## config.mk

```make
export PLATFORM = sky130hd
export DESIGN_NAME = seg_scan_driver
export DESIGN_NICKNAME = d
export VERILOG_FILES = /design/src/rtl/seg_pkg.sv /design/src/rtl/hex7seg.sv /design/src/rtl/seg_scan_driver.sv
export SDC_FILE = /design/constraint.sdc
export NUM_CORES = 1
export LEC_CHECK = 0
export ABC_CLOCK_PERIOD_IN_PS = 2920
export CAP_MARGIN = 20
export CORE_MARGIN = 2
export CORE_UTILIZATION = 35
export CTS_BUF_LIST = sky130_fd_sc_hd__clkbuf_4 sky130_fd_sc_hd__clkbuf_8
export DETAILED_ROUTE_END_ITERATION = 8
export MAX_ROUTING_LAYER = met4
export PLACE_DENSITY_LB_ADDON = 0.3
export SYNTH_ARGS = -nofsm -noshare
export SYNTH_HDL_FRONTEND = slang
export SYNTH_HIERARCHICAL = 1
export SYNTH_SLANG_ARGS = --single-unit
```

## constraint.sdc

```tcl
create_clock -name clk -period 2.92 [get_ports clk]
set_input_delay 0.876 -clock clk [delete_from_list [all_inputs] [get_ports clk]]
set_output_delay 0.876 -clock clk [all_outputs]
set_load 0.02 [all_outputs]
```

## src/rtl/seg_pkg.sv

```systemverilog
`default_nettype none
// ============================================================================
// Module      : seg_pkg
// Description : Shared constants and types for the multiplexed seven-segment
//               display driver.
//               Segment patterns are active-high, ordered {a,b,c,d,e,f,g} with
//               segment a in the MSB.
// Revision    : 1.0 - initial release
// ============================================================================
package seg_pkg;

  typedef logic [3:0] nibble_t;
  typedef logic [6:0] seg_pattern_t;

  // Shadowed state of the digit currently being scanned.
  typedef struct packed {
    nibble_t nib;
    logic    dp;
    logic    dark;
  } digit_view_t;

  localparam seg_pattern_t SEG_OFF   = 7'h00;

  localparam seg_pattern_t SEG_HEX_0 = 7'h7E;
  localparam seg_pattern_t SEG_HEX_1 = 7'h30;
  localparam seg_pattern_t SEG_HEX_2 = 7'h6D;
  localparam seg_pattern_t SEG_HEX_3 = 7'h79;
  localparam seg_pattern_t SEG_HEX_4 = 7'h33;
  localparam seg_pattern_t SEG_HEX_5 = 7'h5B;
  localparam seg_pattern_t SEG_HEX_6 = 7'h5F;
  localparam seg_pattern_t SEG_HEX_7 = 7'h70;
  localparam seg_pattern_t SEG_HEX_8 = 7'h7F;
  localparam seg_pattern_t SEG_HEX_9 = 7'h7B;
  localparam seg_pattern_t SEG_HEX_A = 7'h77;
  localparam seg_pattern_t SEG_HEX_B = 7'h1F;
  localparam seg_pattern_t SEG_HEX_C = 7'h4E;
  localparam seg_pattern_t SEG_HEX_D = 7'h3D;
  localparam seg_pattern_t SEG_HEX_E = 7'h4F;
  localparam seg_pattern_t SEG_HEX_F = 7'h47;

endpackage : seg_pkg
`default_nettype wire

```

## src/rtl/hex7seg.sv

```systemverilog
`default_nettype none
// ============================================================================
// Module      : hex7seg
// Description : Combinational hex nibble to seven-segment decoder.
// Ports       : nib  - 4-bit hex value
//               seg  - 7-bit active-high pattern {a,b,c,d,e,f,g}
// Revision    : 1.0 - initial release
// ============================================================================
module hex7seg
  import seg_pkg::*;
(
  input  logic [3:0] nib,
  output logic [6:0] seg
);

  always_comb begin
    seg = SEG_OFF;
    case (nib)
      4'h0: seg = SEG_HEX_0;
      4'h1: seg = SEG_HEX_1;
      4'h2: seg = SEG_HEX_2;
      4'h3: seg = SEG_HEX_3;
      4'h4: seg = SEG_HEX_4;
      4'h5: seg = SEG_HEX_5;
      4'h6: seg = SEG_HEX_6;
      4'h7: seg = SEG_HEX_7;
      4'h8: seg = SEG_HEX_8;
      4'h9: seg = SEG_HEX_9;
      4'hA: seg = SEG_HEX_A;
      4'hB: seg = SEG_HEX_B;
      4'hC: seg = SEG_HEX_C;
      4'hD: seg = SEG_HEX_D;
      4'hE: seg = SEG_HEX_E;
      4'hF: seg = SEG_HEX_F;
      default: seg = SEG_OFF;
    endcase
  end

endmodule : hex7seg
`default_nettype wire

```

## src/rtl/seg_scan_driver.sv

```systemverilog
`default_nettype none
// ============================================================================
// Module      : seg_scan_driver
// Description : Time-multiplexed seven-segment display scanner. Shadows the
//               display contents on load, steps through DIGITS digits with a
//               SCAN_DIV-clock slot each, and inserts a one-clock dark gap at
//               the start of every slot to avoid ghosting.
// Parameters  : DIGITS         - number of digits (1..8)
//               SCAN_DIV       - clocks per digit slot (>= 2)
//               SEL_ACTIVE_LOW - 1: selected digit drives its sel bit to 0
//               SEG_ACTIVE_LOW - 1: lit segment drives 0
// Ports       : clk     - clock, rising edge
//               rst     - synchronous active-high reset
//               data    - 4*DIGITS hex nibbles, nibble 0 is rightmost digit
//               dp      - per-digit decimal point request
//               blank   - per-digit force-dark request
//               load    - capture strobe for data/dp/blank
//               seg     - segments {a,b,c,d,e,f,g}
//               seg_dp  - decimal point segment
//               sel     - one-hot digit select (or all inactive)
// Options     : SEG_LEADING_ZERO_BLANK_EN - when defined, leading zero digits
//               (other than digit 0) without a decimal point are darkened.
// Revision    : 1.0 - initial release
// ============================================================================
module seg_scan_driver
  import seg_pkg::*;
#(
  parameter int DIGITS         = 4,
  parameter int SCAN_DIV       = 50000,
  parameter bit SEL_ACTIVE_LOW = 1'b1,
  parameter bit SEG_ACTIVE_LOW = 1'b0
) (
  input  logic                  clk,
  input  logic                  rst,
  input  logic [4*DIGITS-1:0]   data,
  input  logic [DIGITS-1:0]     dp,
  input  logic [DIGITS-1:0]     blank,
  input  logic                  load,
  output logic [6:0]            seg,
  output logic                  seg_dp,
  output logic [DIGITS-1:0]     sel
);

  localparam int PRE_W = (SCAN_DIV > 1) ? $clog2(SCAN_DIV) : 1;
  localparam int IDX_W = (DIGITS > 1) ? $clog2(DIGITS) : 1;

  localparam logic [PRE_W-1:0] PRE_LAST = PRE_W'(SCAN_DIV - 1);
  localparam logic [IDX_W-1:0] IDX_LAST = IDX_W'(DIGITS - 1);

  // Pin levels for "nothing lit / nothing selected".
  localparam logic [6:0]        SEG_IDLE   = SEG_OFF ^ {7{SEG_ACTIVE_LOW}};
  localparam logic [DIGITS-1:0] SEL_IDLE   = {DIGITS{SEL_ACTIVE_LOW}};
  localparam logic              SEGDP_IDLE = SEG_ACTIVE_LOW;

  // --------------------------------------------------------------------------
  // State
  // --------------------------------------------------------------------------
  logic [PRE_W-1:0]    presc_q, presc_d;
  logic [IDX_W-1:0]    idx_q,   idx_d;
  logic [4*DIGITS-1:0] data_q,  data_d;
  logic [DIGITS-1:0]   dp_q,    dp_d;
  logic [DIGITS-1:0]   blank_q, blank_d;
  logic [6:0]          seg_q,   seg_d;
  logic                seg_dp_q, seg_dp_d;
  logic [DIGITS-1:0]   sel_q,   sel_d;

  // --------------------------------------------------------------------------
  // Prescaler, digit index and shadow registers
  // --------------------------------------------------------------------------
  always_comb begin
    presc_d = presc_q + PRE_W'(1);
    idx_d   = idx_q;
    if (presc_q == PRE_LAST) begin
      presc_d = '0;
      idx_d   = (idx_q == IDX_LAST) ? '0 : idx_q + IDX_W'(1);
    end
  end

  always_comb begin
    data_d  = data_q;
    dp_d    = dp_q;
    blank_d = blank_q;
    if (load) begin
      data_d  = data;
      dp_d    = dp;
      blank_d = blank;
    end
  end

  // --------------------------------------------------------------------------
  // Leading-zero suppression
  // --------------------------------------------------------------------------
  logic [DIGITS-1:0] lz_blank;

`ifdef SEG_LEADING_ZERO_BLANK_EN
  logic lz_upper_zero;

  // Walk from the most significant digit downwards; a digit is suppressed
  // while every nibble from it upwards is zero. Its own dp keeps it lit,
  // and digit 0 is always shown so a zero value still reads "0".
  always_comb begin
    lz_blank      = '0;
    lz_upper_zero = 1'b1;
    for (int i = DIGITS - 1; i >= 1; i--) begin
      lz_upper_zero = lz_upper_zero & (data_q[4*i +: 4] == 4'h0);
      lz_blank[i]   = lz_upper_zero & ~dp_q[i];
    end
  end
`else
  assign lz_blank = '0;
`endif

  // --------------------------------------------------------------------------
  // Current digit selection
  // --------------------------------------------------------------------------
  digit_view_t       cur;
  logic [DIGITS-1:0] cur_onehot;

  always_comb begin
    cur        = '{nib: 4'h0, dp: 1'b0, dark: 1'b1};
    cur_onehot = '0;
    for (int i = 0; i < DIGITS; i++) begin
      if (idx_q == IDX_W'(i)) begin
        cur.nib       = data_q[4*i +: 4];
        cur.dp        = dp_q[i];
        cur.dark      = blank_q[i] | lz_blank[i];
        cur_onehot[i] = 1'b1;
      end
    end
  end

  logic [6:0] dec_seg;

  hex7seg u_hex7seg (
    .nib (cur.nib),
    .seg (dec_seg)
  );

  // --------------------------------------------------------------------------
  // Output staging
  // --------------------------------------------------------------------------
  // Prescaler value 0 is the first clock after an index advance (or after
  // reset); the pins are registered, so that clock appears as the dark gap
  // at the start of each slot on the pins.
  logic       slot_visible;
  logic [6:0] seg_hi;
  logic       dp_hi;
  logic [DIGITS-1:0] sel_hi;

  always_comb begin
    slot_visible = (presc_q != '0);
    seg_hi       = (slot_visible && !cur.dark) ? dec_seg : SEG_OFF;
    dp_hi        = slot_visible && !cur.dark && cur.dp;
    sel_hi       = slot_visible ? cur_onehot : '0;

    // Polarity is a pure inversion on the way to the pins.
    seg_d    = seg_hi ^ {7{SEG_ACTIVE_LOW}};
    seg_dp_d = dp_hi ^ SEG_ACTIVE_LOW;
    sel_d    = sel_hi ^ {DIGITS{SEL_ACTIVE_LOW}};
  end

  // --------------------------------------------------------------------------
  // Registers
  // --------------------------------------------------------------------------
  always_ff @(posedge clk) begin
    if (rst) begin
      presc_q  <= '0;
      idx_q    <= '0;
      data_q   <= '0;
      dp_q     <= '0;
      blank_q  <= '1;
      seg_q    <= SEG_IDLE;
      seg_dp_q <= SEGDP_IDLE;
      sel_q    <= SEL_IDLE;
    end else begin
      presc_q  <= presc_d;
      idx_q    <= idx_d;
      data_q   <= data_d;
      dp_q     <= dp_d;
      blank_q  <= blank_d;
      seg_q    <= seg_d;
      seg_dp_q <= seg_dp_d;
      sel_q    <= sel_d;
    end
  end

  assign seg    = seg_q;
  assign seg_dp = seg_dp_q;
  assign sel    = sel_q;

endmodule : seg_scan_driver
`default_nettype wire

```

==> out/metrics.yaml <==
drt:
  ant_nets: 0
  via_count: 1971
  dr.pass1.iters: 4
  wire_per_inst_um: 12.7
  drt-initial-drc-count: 105
  totalWireLength_um: 5260
  vias_per_cell: 4.76
  drc_errors: 0
cts:
  hold_buffers: 0
  clk_pin_slew_ns: 0.10
  clock_latency_ns: 0.31
  post_cts.repair.setup_buffers: 0
  ctsRootBufferMaster: "clkbuf_8"
  cts_tree: "done"
  postCtsResizedCells: 0
  htreeDepth: 2
  clockBufferDepth: 2
  numClockSinks: 54
  numCtsBuffers: 5
place:
  place_area_um2: 3050
  io_buffers: 38
  dp_hpwl_um: 3700
  gp_congestion: 0.861
sta:
  setup_tns_ns: 0
  slew_headroom_pct: 66.0
  rsz0062_at_grt: "false"
  hold_violations: 0
  finalClockSkew_ns: 0.0143
  fin_crit_ns: 2.66
  worstMarginPinSlew_ns: 0.509
  layout_worst_path_cycle_share_pct: 91.2
  slew_viol_final: 0
  setup_violations: 0
  clock.fmax_mhz: 376
worst_hold_path:
  hp-class: "reg -> reg"
  whs_path_depth: 2
  min_to: "data_q[12]"
  hold_path_startpoint: "data_q[12]"
floorplan:
  dieArea_um2: 8010
  pin_count: 39
  start_util_pct: 35.7
  die_h_um: 89.5
  placementRows: 31
  die_w_um: 89.5
  core_area_um2: 7180
synthesis:
  synth_edf_count: 0
  syn_inst: 274
  avgSynthCellArea_um2: 9.34
  syn_nets: 314
  synth.distinct_cells: 44
  seq_area_frac_synth_pct: 42.2
  synthFlopType: "dfxtp_1"
  syn_area_um2: 2560
  async_flop_share_pct: 0
  ys.warnings.count: 6
  ys_seq_elements: 54
setup_path:
  rrSetupSlack_ns: 0.26
  start_kind: "flip-flop"
  cp.required_ns: 3.13
  rr_endpoint: "seg[3]"
  critPathKind: "reg -> reg"
  critPathCaptureType: "flip-flop"
  r2r_start: "idx_q[1]"
  critPathArrivalTime_ns: 2.87
  crit_fanout: 11
  r2r_cells: 12
grt:
  antenna_found_initial: 0
  overflow: 0
  grt.total_usage_pct: 14.4
  grt_pass1_vias: 1792
  grt_max_degree: 29
  grt_pass1_wl_um: 8610
status:
  status: "complete, no violations"
power_and_ir_drop:
  peakVddDrop_mv: 0.235
  pwr_density_cell_nw_per_um2: 449
  p_leak_uw: 0.00122
layout:
  drive_gt1_share_pct: 8.89
  multiInputGateArea_um2: 1350
  insertedDiodeCount: 0
  seq_area_um2: 1080
  design_area_um2: 3140
  syn_to_final_growth_pct: 22.8
  num-fill-cells: 712
  finalNetCount: 354
job:
  drv_cap: 0
==> worst max-delay path, cell delays in order (launching register included) <==
cell and delay [ns]:
dfxtp_1 0.39, inv_1 0.08, ha_1 0.20, buf_4 0.17, nand3b_1 0.15, a21oi_1 0.19, a21oi_1 0.06, o21ai_0 0.21
buf_4 0.17, ha_1 0.24, inv_1 0.07, mux4_1 0.48, and2_1 0.16
==> routing by layer <==
layer	GRT usage, %	routed length (um)	vias up
li1	-	-	1013
met1	19.1	2610	908
met2	21.7	2320	43
met3	4.06	252	7
met4	3.66	65	0
met5	-	0	-
==> power by group <==
part / switching [uW] / internal [uW] / leakage [uW]
clock network: 265 / 180 / 0.0000506
registers: 19.2 / 765 / 0.000442
logic: 80.2 / 100 / 0.000728
==> cells in the final DEF, fill, tap and decap left out, types with 3 or more instances in the layout <==
master and n:
clkbuf_8 5, buf_4 10, ha_1 13, and2_1 7, nand3_1 8, nand3b_1 5
nand4_1 3, a211o_1 4, nor3_1 4, nor2b_1 7, a21oi_1 15, inv_1 11
mux2i_1 24, o21ai_0 6, xor2_1 9, xnor2_1 3, nor2_1 37, dfxtp_1 54
and4_1 3, clkdlybuf4s50_1 38, nand2_1 16
==> synthesized netlist by cell type, types with 2 or more instances <==
| library cell | instances | area, um2 |
|---|---|---|
| xnor2_1 | 3 | 26.3 |
| dfxtp_1 | 54 | 1080 |
| mux2i_1 | 24 | 240 |
| nor4_1 | 2 | 12.5 |
| nor3b_1 | 2 | 15.0 |
| mux2_2 | 2 | 22.5 |
| inv_1 | 11 | 41.3 |
| nand3b_1 | 5 | 37.5 |
| o21ai_0 | 7 | 35.0 |
| nor3_1 | 4 | 20.0 |
| nand2b_1 | 2 | 12.5 |
| nand2_1 | 16 | 60.1 |
| a21oi_1 | 15 | 75.1 |
| buf_6 | 4 | 45.0 |
| xor2_1 | 9 | 78.8 |
| and2_1 | 7 | 43.8 |
| or3_1 | 2 | 12.5 |
| clkbuf_1 | 5 | 18.8 |
| nor2b_1 | 7 | 43.8 |
| a211o_1 | 4 | 35.0 |
| ha_1 | 13 | 163 |
| nand3_1 | 8 | 40.0 |
| or2_1 | 2 | 12.5 |
| nand4_1 | 3 | 18.8 |
| and4_1 | 3 | 26.3 |
| nor2_1 | 37 | 139 |
| and4_4 | 2 | 22.5 |
| buf_2 | 5 | 25.0 |
==> sequential cells by signal, summed over array words and instances, names as in the netlist <==
name,flops
idx_q,2
seg,7
dp_q,4
seg_dp,1
data_q,16
blank_q,4
presc_q,16
sel,4
==> per-stage QoR <==
step	util, %	std cells	setup WS [ns]	total power, uW	hold slack, ns
4_1_cts	43.8	414	0.170	1430	0.515
6_report	43.8	414	0.258	1410	0.514
3_5_place_dp	42.5	406	0.180	982	0.489
5_1_grt	43.8	414	0.0108	1490	0.540
3_3_place_gp	42.5	406	0.361	980	0.480
2_1_floorplan	-	274	0.259	909	0.460
==> cell type report <==
type                            instances  area share (%)
Clock buffer                            5            2.19
Multi-Input combinational cell        194            42.8
Inverter                               11            1.31
Sequential cell                        54            34.4
Tap cell                               99            3.94
Timing Repair Buffer                   48            14.5
Clock inverter                          3           0.915
==> worst max-delay path by stage <==
| stage | endpoint | from | slack [ns] | cells after the start |
|---|---|---|---|---|
| 3_3_place_gp | seg[3] | idx_q[0] | 0.36 | 10 |
| 5_1_grt | seg[3] | idx_q[1] | 0.01 | 11 |
| 6_report | seg[3] | idx_q[1] | 0.26 | 12 |
| 2_1_floorplan | seg[3] | idx_q[1] | 0.26 | 11 |
| 4_1_cts | seg[3] | idx_q[1] | 0.17 | 10 |
| 3_5_place_dp | seg[3] | idx_q[1] | 0.18 | 10 |
==> logic make-up after synthesis <==
family | count (synthesis) | share of synthesized area (%)
fa+ha+maj | 13 | 6.35
flops | 54 | 42.2
compound gates | 34 | 8.46
xor+xnor | 12 | 4.11
mux | 28 | 11.9
buf+inv | 26 | 5.23
simple gates | 107 | 21.7
No activity file was read; power rests on OpenSTA's default activity.
